### src/rtl/regfile_ctrl_pkg.sv
// Shared types and constants for the register-file write-port scheduler.
//   sched_state_t : scheduler FSM states (hardware clear / normal run)
//   grant_t       : which requester owns the write port this cycle
//   DEST_*        : RegDest encodings understood by the register file
package regfile_ctrl_pkg;

  typedef enum logic {
    ST_CLEAR = 1'b0,
    ST_RUN   = 1'b1
  } sched_state_t;

  typedef enum logic [1:0] {
    GNT_NONE = 2'd0,
    GNT_CORE = 2'd1,
    GNT_LD   = 2'd2,
    GNT_CLR  = 2'd3
  } grant_t;

  localparam logic [1:0] DEST_REG  = 2'b00;
  localparam logic [1:0] DEST_LFSR = 2'b01;

endpackage

### src/rtl/regfile_wr_sched_starve.sv
// Loader starvation counter.
// Counts consecutive cycles in which the loader was blocked and raises
// force_o once the count reaches STARVE, so the loader wins the next grant.
//   Clk, Reset_n : clock, synchronous active-low reset
//   inc          : loader blocked this cycle
//   clr          : loader granted, loader idle, or clear sequence starting
//   force_o      : starvation limit reached
module starve_counter #(
  parameter int STARVE = 4
) (
  input  logic Clk,
  input  logic Reset_n,
  input  logic inc,
  input  logic clr,
  output logic force_o
);

  localparam int CW = (STARVE < 1) ? 1 : $clog2(STARVE + 1);
  localparam logic [CW-1:0] CNT_MAX = CW'(STARVE);

  logic [CW-1:0] cnt_q;
  logic [CW-1:0] cnt_d;

  // Next count: clear wins over increment; increment saturates at the limit.
  always_comb begin
    cnt_d = cnt_q;
    if (clr) begin
      cnt_d = '0;
    end else if (inc && (cnt_q != CNT_MAX)) begin
      cnt_d = cnt_q + CW'(1);
    end else begin
      cnt_d = cnt_q;
    end
  end

  // Count register.
  always_ff @(posedge Clk) begin
    if (!Reset_n) begin
      cnt_q <= '0;
    end else begin
      cnt_q <= cnt_d;
    end
  end

  assign force_o = (cnt_q == CNT_MAX);

endmodule

### src/rtl/regfile_wr_sched.sv
// Write-port scheduler for a single-write-port register file.
// Shares the port between the core write-back path and a secondary loader,
// and sequences a hardware clear of every register after reset or on demand.
//   Clk, Reset_n         : clock, synchronous active-low reset
//   CoreWrEn/Dest/Addr/Data, CoreStall : core write-back request and stall
//   LdValid/Dest/Addr/Data, LdReady    : loader valid/ready request
//   ClearReq, ClearBusy  : clear start pulse and clear-in-progress flag
//   RegWrite/RegDest/Waddr/DataIn : register file write port (combinational)
module regfile_wr_sched
  import regfile_ctrl_pkg::*;
#(
  parameter int W      = 8,
  parameter int A      = 3,
  parameter int STARVE = 4
) (
  input  logic         Clk,
  input  logic         Reset_n,
  input  logic         CoreWrEn,
  input  logic [1:0]   CoreDest,
  input  logic [A-1:0] CoreAddr,
  input  logic [W-1:0] CoreData,
  output logic         CoreStall,
  input  logic         LdValid,
  input  logic [1:0]   LdDest,
  input  logic [A-1:0] LdAddr,
  input  logic [W-1:0] LdData,
  output logic         LdReady,
  input  logic         ClearReq,
  output logic         ClearBusy,
  output logic         RegWrite,
  output logic [1:0]   RegDest,
  output logic [A-1:0] Waddr,
  output logic [W-1:0] DataIn
);

  localparam logic [A-1:0] CLR_LAST = '1;

  sched_state_t state_q, state_d;
  logic [A-1:0] clr_cnt_q, clr_cnt_d;
  grant_t       grant_s;
  logic         force_s;
  logic         starve_inc_s;
  logic         starve_clr_s;

  // State and clear-address registers.
  always_ff @(posedge Clk) begin
    if (!Reset_n) begin
      state_q   <= ST_CLEAR;
      clr_cnt_q <= '0;
    end else begin
      state_q   <= state_d;
      clr_cnt_q <= clr_cnt_d;
    end
  end

  // Next state: CLEAR walks every address once; ClearReq is only heard in RUN.
  always_comb begin
    state_d   = state_q;
    clr_cnt_d = clr_cnt_q;
    case (state_q)
      ST_CLEAR: begin
        if (clr_cnt_q == CLR_LAST) begin
          state_d   = ST_RUN;
          clr_cnt_d = '0;
        end else begin
          clr_cnt_d = clr_cnt_q + A'(1);
        end
      end
      ST_RUN: begin
        if (ClearReq) begin
          state_d   = ST_CLEAR;
          clr_cnt_d = '0;
        end else begin
          state_d   = ST_RUN;
        end
      end
      default: begin
        state_d   = ST_CLEAR;
        clr_cnt_d = '0;
      end
    endcase
  end

  // Grant selection and write-port drive. A starved loader overrides the
  // core; otherwise the core has priority. The same-cycle RUN grant still
  // completes when ClearReq arrives.
  always_comb begin
    grant_s   = GNT_NONE;
    RegWrite  = 1'b0;
    RegDest   = DEST_REG;
    Waddr     = '0;
    DataIn    = '0;
    LdReady   = 1'b0;
    ClearBusy = 1'b0;
    if (!Reset_n) begin
      grant_s = GNT_NONE;
    end else begin
      case (state_q)
        ST_CLEAR: grant_s = GNT_CLR;
        ST_RUN: begin
          if (LdValid && force_s) begin
            grant_s = GNT_LD;
          end else if (CoreWrEn) begin
            grant_s = GNT_CORE;
          end else if (LdValid) begin
            grant_s = GNT_LD;
          end else begin
            grant_s = GNT_NONE;
          end
        end
        default: grant_s = GNT_NONE;
      endcase
      ClearBusy = (state_q == ST_CLEAR);
    end
    case (grant_s)
      GNT_CORE: begin
        RegWrite = 1'b1;
        RegDest  = CoreDest;
        Waddr    = CoreAddr;
        DataIn   = CoreData;
      end
      GNT_LD: begin
        RegWrite = 1'b1;
        RegDest  = LdDest;
        Waddr    = LdAddr;
        DataIn   = LdData;
        LdReady  = 1'b1;
      end
      GNT_CLR: begin
        RegWrite = 1'b1;
        RegDest  = DEST_REG;
        Waddr    = clr_cnt_q;
        DataIn   = '0;
      end
      default: begin
        RegWrite = 1'b0;
      end
    endcase
    CoreStall = CoreWrEn && (grant_s != GNT_CORE);
  end

  // Starvation only accrues while running; a pending clear restarts it.
  assign starve_inc_s = Reset_n && (state_q == ST_RUN) && LdValid && !LdReady;
  assign starve_clr_s = !LdValid || LdReady || ((state_q == ST_RUN) && ClearReq);

  starve_counter #(
    .STARVE(STARVE)
  ) u_starve (
    .Clk     (Clk),
    .Reset_n (Reset_n),
    .inc     (starve_inc_s),
    .clr     (starve_clr_s),
    .force_o (force_s)
  );

endmodule

### config.mk
export PLATFORM = sky130hd
export DESIGN_NAME = regfile_wr_sched
export DESIGN_NICKNAME = d
export VERILOG_FILES = /design/src/rtl/regfile_ctrl_pkg.sv /design/src/rtl/regfile_wr_sched_starve.sv /design/src/rtl/regfile_wr_sched.sv
export SDC_FILE = /design/constraint.sdc
export NUM_CORES = 1
export LEC_CHECK = 0
export ABC_AREA = 1
export BUFFER_PORTS_ARGS = -buffer_cell sky130_fd_sc_hd__buf_2
export CORE_MARGIN = 4
export CORE_UTILIZATION = 33
export CTS_CLUSTER_DIAMETER = 40
export DETAILED_ROUTE_END_ITERATION = 10
export HOLD_SLACK_MARGIN = 0.1
export MAX_ROUTING_LAYER = met4
export PLACE_DENSITY = 0.77
export RECOVER_POWER = 100
export SLEW_MARGIN = 10
export SYNTH_ARGS = -nofsm -noshare
export SYNTH_HDL_FRONTEND = slang
export SYNTH_SLANG_ARGS = --single-unit
### constraint.sdc
create_clock -name Clk -period 1.9 [get_ports Clk]
set_input_delay 0 -clock Clk [delete_from_list [all_inputs] [get_ports Clk]]
set_output_delay 0 -clock Clk [all_outputs]
set_load 0.01 [all_outputs]
# --- Word level (Yosys, flattened, before mapping) ---
# Index checks and enable logic that the tools add are counted.
# W data, S select, Z words.
op_classes:
  n_mux: 17
  eq_ne: 8
  bitwise: 2
  n_reduce_logical: 13
  add_sub_neg: 2
ops:
  columns: ["operator", "n"]
  rows:
  - ["$pmux W8 S2", 1]
  - ["$pmux W3 S3", 1]
  - ["$mux W2", 4]
  - ["$pmux W2 S2", 2]
  - ["$logic_and A1 B1 Y1", 7]
  - ["$add A3 B1 Y3 const B", 2]
  - ["$eq A3 B3 Y1 const B", 2]
  - ["$mux W3", 2]
  - ["$pmux W3 S2", 1]
  - ["$mux W1", 5]
  - ["$eq A2 B2 Y1 const B", 2]
  - ["$ne A3 B3 Y1 const B", 1]
  - ["$reduce_or A3 Y1", 1]
  - ["$eq A2 B1 Y1 const B", 1]
  - ["$logic_not A1 Y1", 2]
  - ["$logic_or A1 B1 Y1", 2]
  - ["$ne A2 B1 Y1 const B", 1]
  - ["$ne A2 B2 Y1 const B", 1]
  - ["$not A1 Y1", 2]
  - ["$pmux W1 S2", 1]
  - ["$reduce_or A2 Y1", 1]
totals:
  in_bits: 31
  word_cells: 45
  reg_bits: 7
  out_inout_bits: 17

# --- Depth between registers and ports, before layout ---
logic_depth:
  word_depth: 10
  depth_mapped: 12
  mapped_depth_nobuf: 12

# --- Hierarchy ---
# A second synthesis with hierarchy kept.
hier_totals:
  cells_unflattened: 124
  hier_area_um2: 723.2
by_module_without_submodules:
  columns: ["mod", "area_per_inst_um2", "n_inst", "seq_area_each_um2", "cells_per_inst"]
  rows:
  - ["regfile_wr_sched", 544.3, 1, 80.1, 96]
  - ["starve_counter", 178.9, 1, 60.1, 28]

# --- Least setup slack after synthesis ---
# Ideal clock, no wire load.
synth_timing:
  path_type: "reg-to-output"
  start: "reg u_starve.cnt_q[0]"
  end: "out DataIn[0]"
  setup_slack_ns: 0.212
  path_stages_with_launch: 9
  required_time_ns: 1.900
  arrival_ns: 1.688
  path_cell_list: "dfxtp_1 > inv_1 > ha_1 > nand3_1 > a31oi_1 > ha_1 > clkbuf_1 > nand2_1 > a21oi_1"
synth_via:
  elab_chain_cells: 7
  elab_cells_between_ends: 8
  classes_between: "3 x eq/ne; 4 x mux; 1 x reduce/logical"
synth_rtl:
  columns: ["item", "line_no", "rtl"]
  rows:
  - ["start: declaration", "regfile_wr_sched_starve.sv:21", "logic [CW-1:0] cnt_q;"]
  - ["start signal: assignment", "regfile_wr_sched_starve.sv:41", "cnt_q <= cnt_d;"]
  - ["$eq A3 B3 Y1 (*)", "regfile_wr_sched_starve.sv:45", "assign force_o = (cnt_q == CNT_MAX);"]
  - ["$logic_and A1 B1 Y1 (*)", "regfile_wr_sched.sv:101", "if (LdValid && force_s) begin"]
  - ["$mux W2 (*)", "regfile_wr_sched.sv:101", null]
  - ["$pmux W2 S2 (*)", "regfile_wr_sched.sv:98", "case (state_q)"]
  - ["$mux W2 (*)", "regfile_wr_sched.sv:95", "if (!Reset_n) begin"]
  - ["$eq A2 B2 Y1 or $eq A2 B1 Y1 (tied branches)", "regfile_wr_sched.sv:115", "case (grant_s)"]
  - ["$pmux W8 S2 (*)", "regfile_wr_sched.sv:115", null]
  - ["end: declaration", "regfile_wr_sched.sv:33", "output logic [W-1:0] DataIn"]
# Mark *: on every way between the ends. The rest lies on a longest branch, timed or not.

# --- Worst setup path after layout ---
layout_timing:
  start: "reg u_starve.cnt_q[0]"
  end: "out DataIn[4]"
# The elaborated chain is that of the path after synthesis.

==> impl_metrics.json <==
{
  "cp_slowest_cell": "dfxtp_2",
  "syn_area_sq_um": 648,
  "fin_ws_ns": 0.0320,
  "hpwl_microns": 1600,
  "power.density_mw_per_mm2": 424,
  "place.gp.congestion": 0.735,
  "cell_internal_pwr_w": 0.000324,
  "p_seq_share_pct": 32.6,
  "drt-total-wl_microns": 2110,
  "first_global_vias": 769,
  "track_usage_pct": 14.7,
  "yosys_warnings": 0,
  "nNetsFinal": 204,
  "clockBufferDepth": 2,
  "portBuffers": 47,
  "ctsHtreeMaxLevel": 1,
  "cp_cell_sequence": "inv_2 -> ha_4 -> nand3_4 -> a31oi_4 -> inv_2 -> ha_4 -> buf_6 -> nand2_1 -> a21oi_1 -> buf_2",
  "cts_buffers": 3,
  "pwr-share-clk_pct": 27.4,
  "rsz0062_at_grt": "yes",
  "critical-path-max-stage-delay_ns": 0.33,
  "power.switching_w": 0.000161,
  "dieArea_sq_mm": 0.00274,
  "finalSetupViolCount": 0,
  "diodes": 0,
  "end_kind": "primary output",
  "combPwrFrac_pct": 40.0,
  "core-area_sq_mm": 0.00180,
  "ioPinCount": 48,
  "fill_cells": 167,
  "drt-wirelength-per-cell_microns": 11.1,
  "cts_root_buf": "clkbuf_4",
  "slew-limit-headroom_pct": 78.7,
  "finalCritPeriodShare_pct": 98.3,
  "slew_violations": 0,
  "initial_core_util_pct": 36.0,
  "worst_slew_pin_slew_ns": 0.320,
  "synth_nets": 146,
  "yosys.cell_types.count": 18,
  "antenna_found_initial": 0,
  "layout_common_cells": "47 x buf_2, 38 x nand2_1, 10 x a21oi_1",
  "die_height_microns": 52.3,
  "via_per_inst": 4.77,
  "power_leakage_nw": 0.545,
  "yosysSeqAreaShare_pct": 21.6,
  "worstPathArrival_ns": 1.87,
  "final_common_cell": "buf_2",
  "grt_pass1_wl_microns": 3060,
  "path_clk_slew_ns": 0.05,
  "cts_sinks": 7,
  "crit_type": "reg2out",
  "cp-start-kind": "flip-flop",
  "tritoncts": "done",
  "period_needed_ns": 1.87,
  "vias": 902,
  "switching_share_pct": 33.2,
  "status": "finished clean",
  "overflow": 0,
  "cp_max_fo": 7,
  "placementRows": 15,
  "fin_util_pct": 63.6,
  "pre_cts_ws_ns": 0.0518,
  "syn-instance-count": 107,
  "regArea_sq_um": 143,
  "multi_input_area_sq_um": 586,
  "fp.dieW_microns": 52.3,
  "first_iter_violations": 4,
  "area_delta_synth_final_pct": 76.8,
  "antenna_left": 0,
  "critPathRequiredTime_ns": 1.90,
  "hold_path.class": "in2reg",
  "max_freq_ghz": 0.535,
  "hold_violations": 0,
  "first_pass_iters": 4,
  "maxCapViolations": 0,
  "grt_max_degree": 15,
  "ir_drop_mv": 0.340,
  "drc_errors": 0,
  "clock_skew_ns": 0.00191,
  "clk_latency_ns": 0.25,
  "syn_area_per_cell_sq_um": 6.06,
  "ys_ff_latch": 7,
  "drive_gt1_share_pct": 51.8
}
## sequential cells by signal, indices dropped and copies added (netlist names)
register	cells
u_starve.cnt_q	3
clr_cnt_q	3
state_q	1
## per-stage QoR
step,power [W],hold WS (ns),cells,instance area [sq um],setup TNS (ns)
6_report,0.000486,0.157,189,1150,0
5_1_grt,0.000521,0.165,189,1150,-0.390
4_1_cts,0.000460,0.127,184,991,-0.0203
3_5_place_dp,0.000311,0.312,177,906,0
3_3_place_gp,0.000308,0.300,177,906,0
2_1_floorplan,0.000241,0.104,107,648,0
## cell families (layout without fill, tap and decap cells)
family | Yosys count | count (layout) | share of synthesized area (%)
xor gates and xnor gates | 1 | 1 | 1.35
AOI/OAI and AO/OA | 20 | 20 | 17.0
adders and majority gates | 8 | 8 | 15.4
buffers and inverters | 13 | 70 | 7.72
and+or+nand+nor | 58 | 58 | 36.9
DFF | 7 | 7 | 21.6
## power by group through the flow
stage / clock (W) / sequential (W) / combinational (W)
after floorplan: 0 / 0.000160 / 0.0000802
after global placement: 0 / 0.000161 / 0.000146
after detailed placement: 0 / 0.000162 / 0.000150
after CTS: 0.000139 / 0.000159 / 0.000162
after global routing: 0.000147 / 0.000159 / 0.000214
final: 0.000133 / 0.000158 / 0.000194
## path summary, 6_finish.rpt
kind	from	end	slack, ns	depth (start not counted)
setup reg to reg	u_starve.cnt_q[0]	u_starve.cnt_q[1]	0.24	12
hold reg to reg	clr_cnt_q[1]	clr_cnt_q[1]	0.48	2
hold / removal	Reset_n	clr_cnt_q[1]	0.16	3
setup / recovery	u_starve.cnt_q[0]	DataIn[4]	0.03	10
## worst max-delay path: cells and delay by family, from the launching register on
family / cells / cell delay, ns
buffers and inverters: 4 / 0.43
AO/OA/AOI/OAI: 2 / 0.39
flip-flops: 1 / 0.33
adder cells (fa/ha/maj): 2 / 0.33
AND/OR/NAND/NOR: 2 / 0.15
## synth_stat cells
master / n / area (sq um)
a21oi_1: 14 / 70.1
a31oi_1: 4 / 25.0
buf_2: 1 / 5.00
clkbuf_1: 1 / 3.75
clkinv_1: 1 / 3.75
dfxtp_1: 7 / 140
ha_1: 8 / 100
inv_1: 10 / 37.5
nand2_1: 46 / 173
nand2_2: 1 / 6.26
nand3_1: 4 / 20.0
nor2_1: 4 / 15.0
nor2_2: 1 / 6.26
nor2_4: 1 / 11.3
nor3b_1: 1 / 7.51
o211a_1: 1 / 10.0
o21ai_0: 1 / 5.00
xor2_1: 1 / 8.76
## cell type report
type | count | area share [%]
clock buffer | 4 | 2.29
inverter | 11 | 4.04
tap | 25 | 2.73
timing repair buffer | 55 | 27.4
sequential | 7 | 12.4
multi-input combinational | 87 | 51.1
## what timing repair did
item	CTS	global route
buffers inserted	0	5
gates cloned	0	0
hold endpoints to repair	4	0
hold buffers	3	0
gates resized for setup	7	31
pin swaps	1	8
setup endpoints to repair	14	16
## metal layers
metal	track usage [%]	vias up	part of all wire [%]
met1	15.0	399	38
li1	-	463	-
met5	-	-	0
met4	5.11	0	0
met2	26.7	40	49
met3	3.99	0	13
Note: power is estimated with default switching activity, not from simulation.
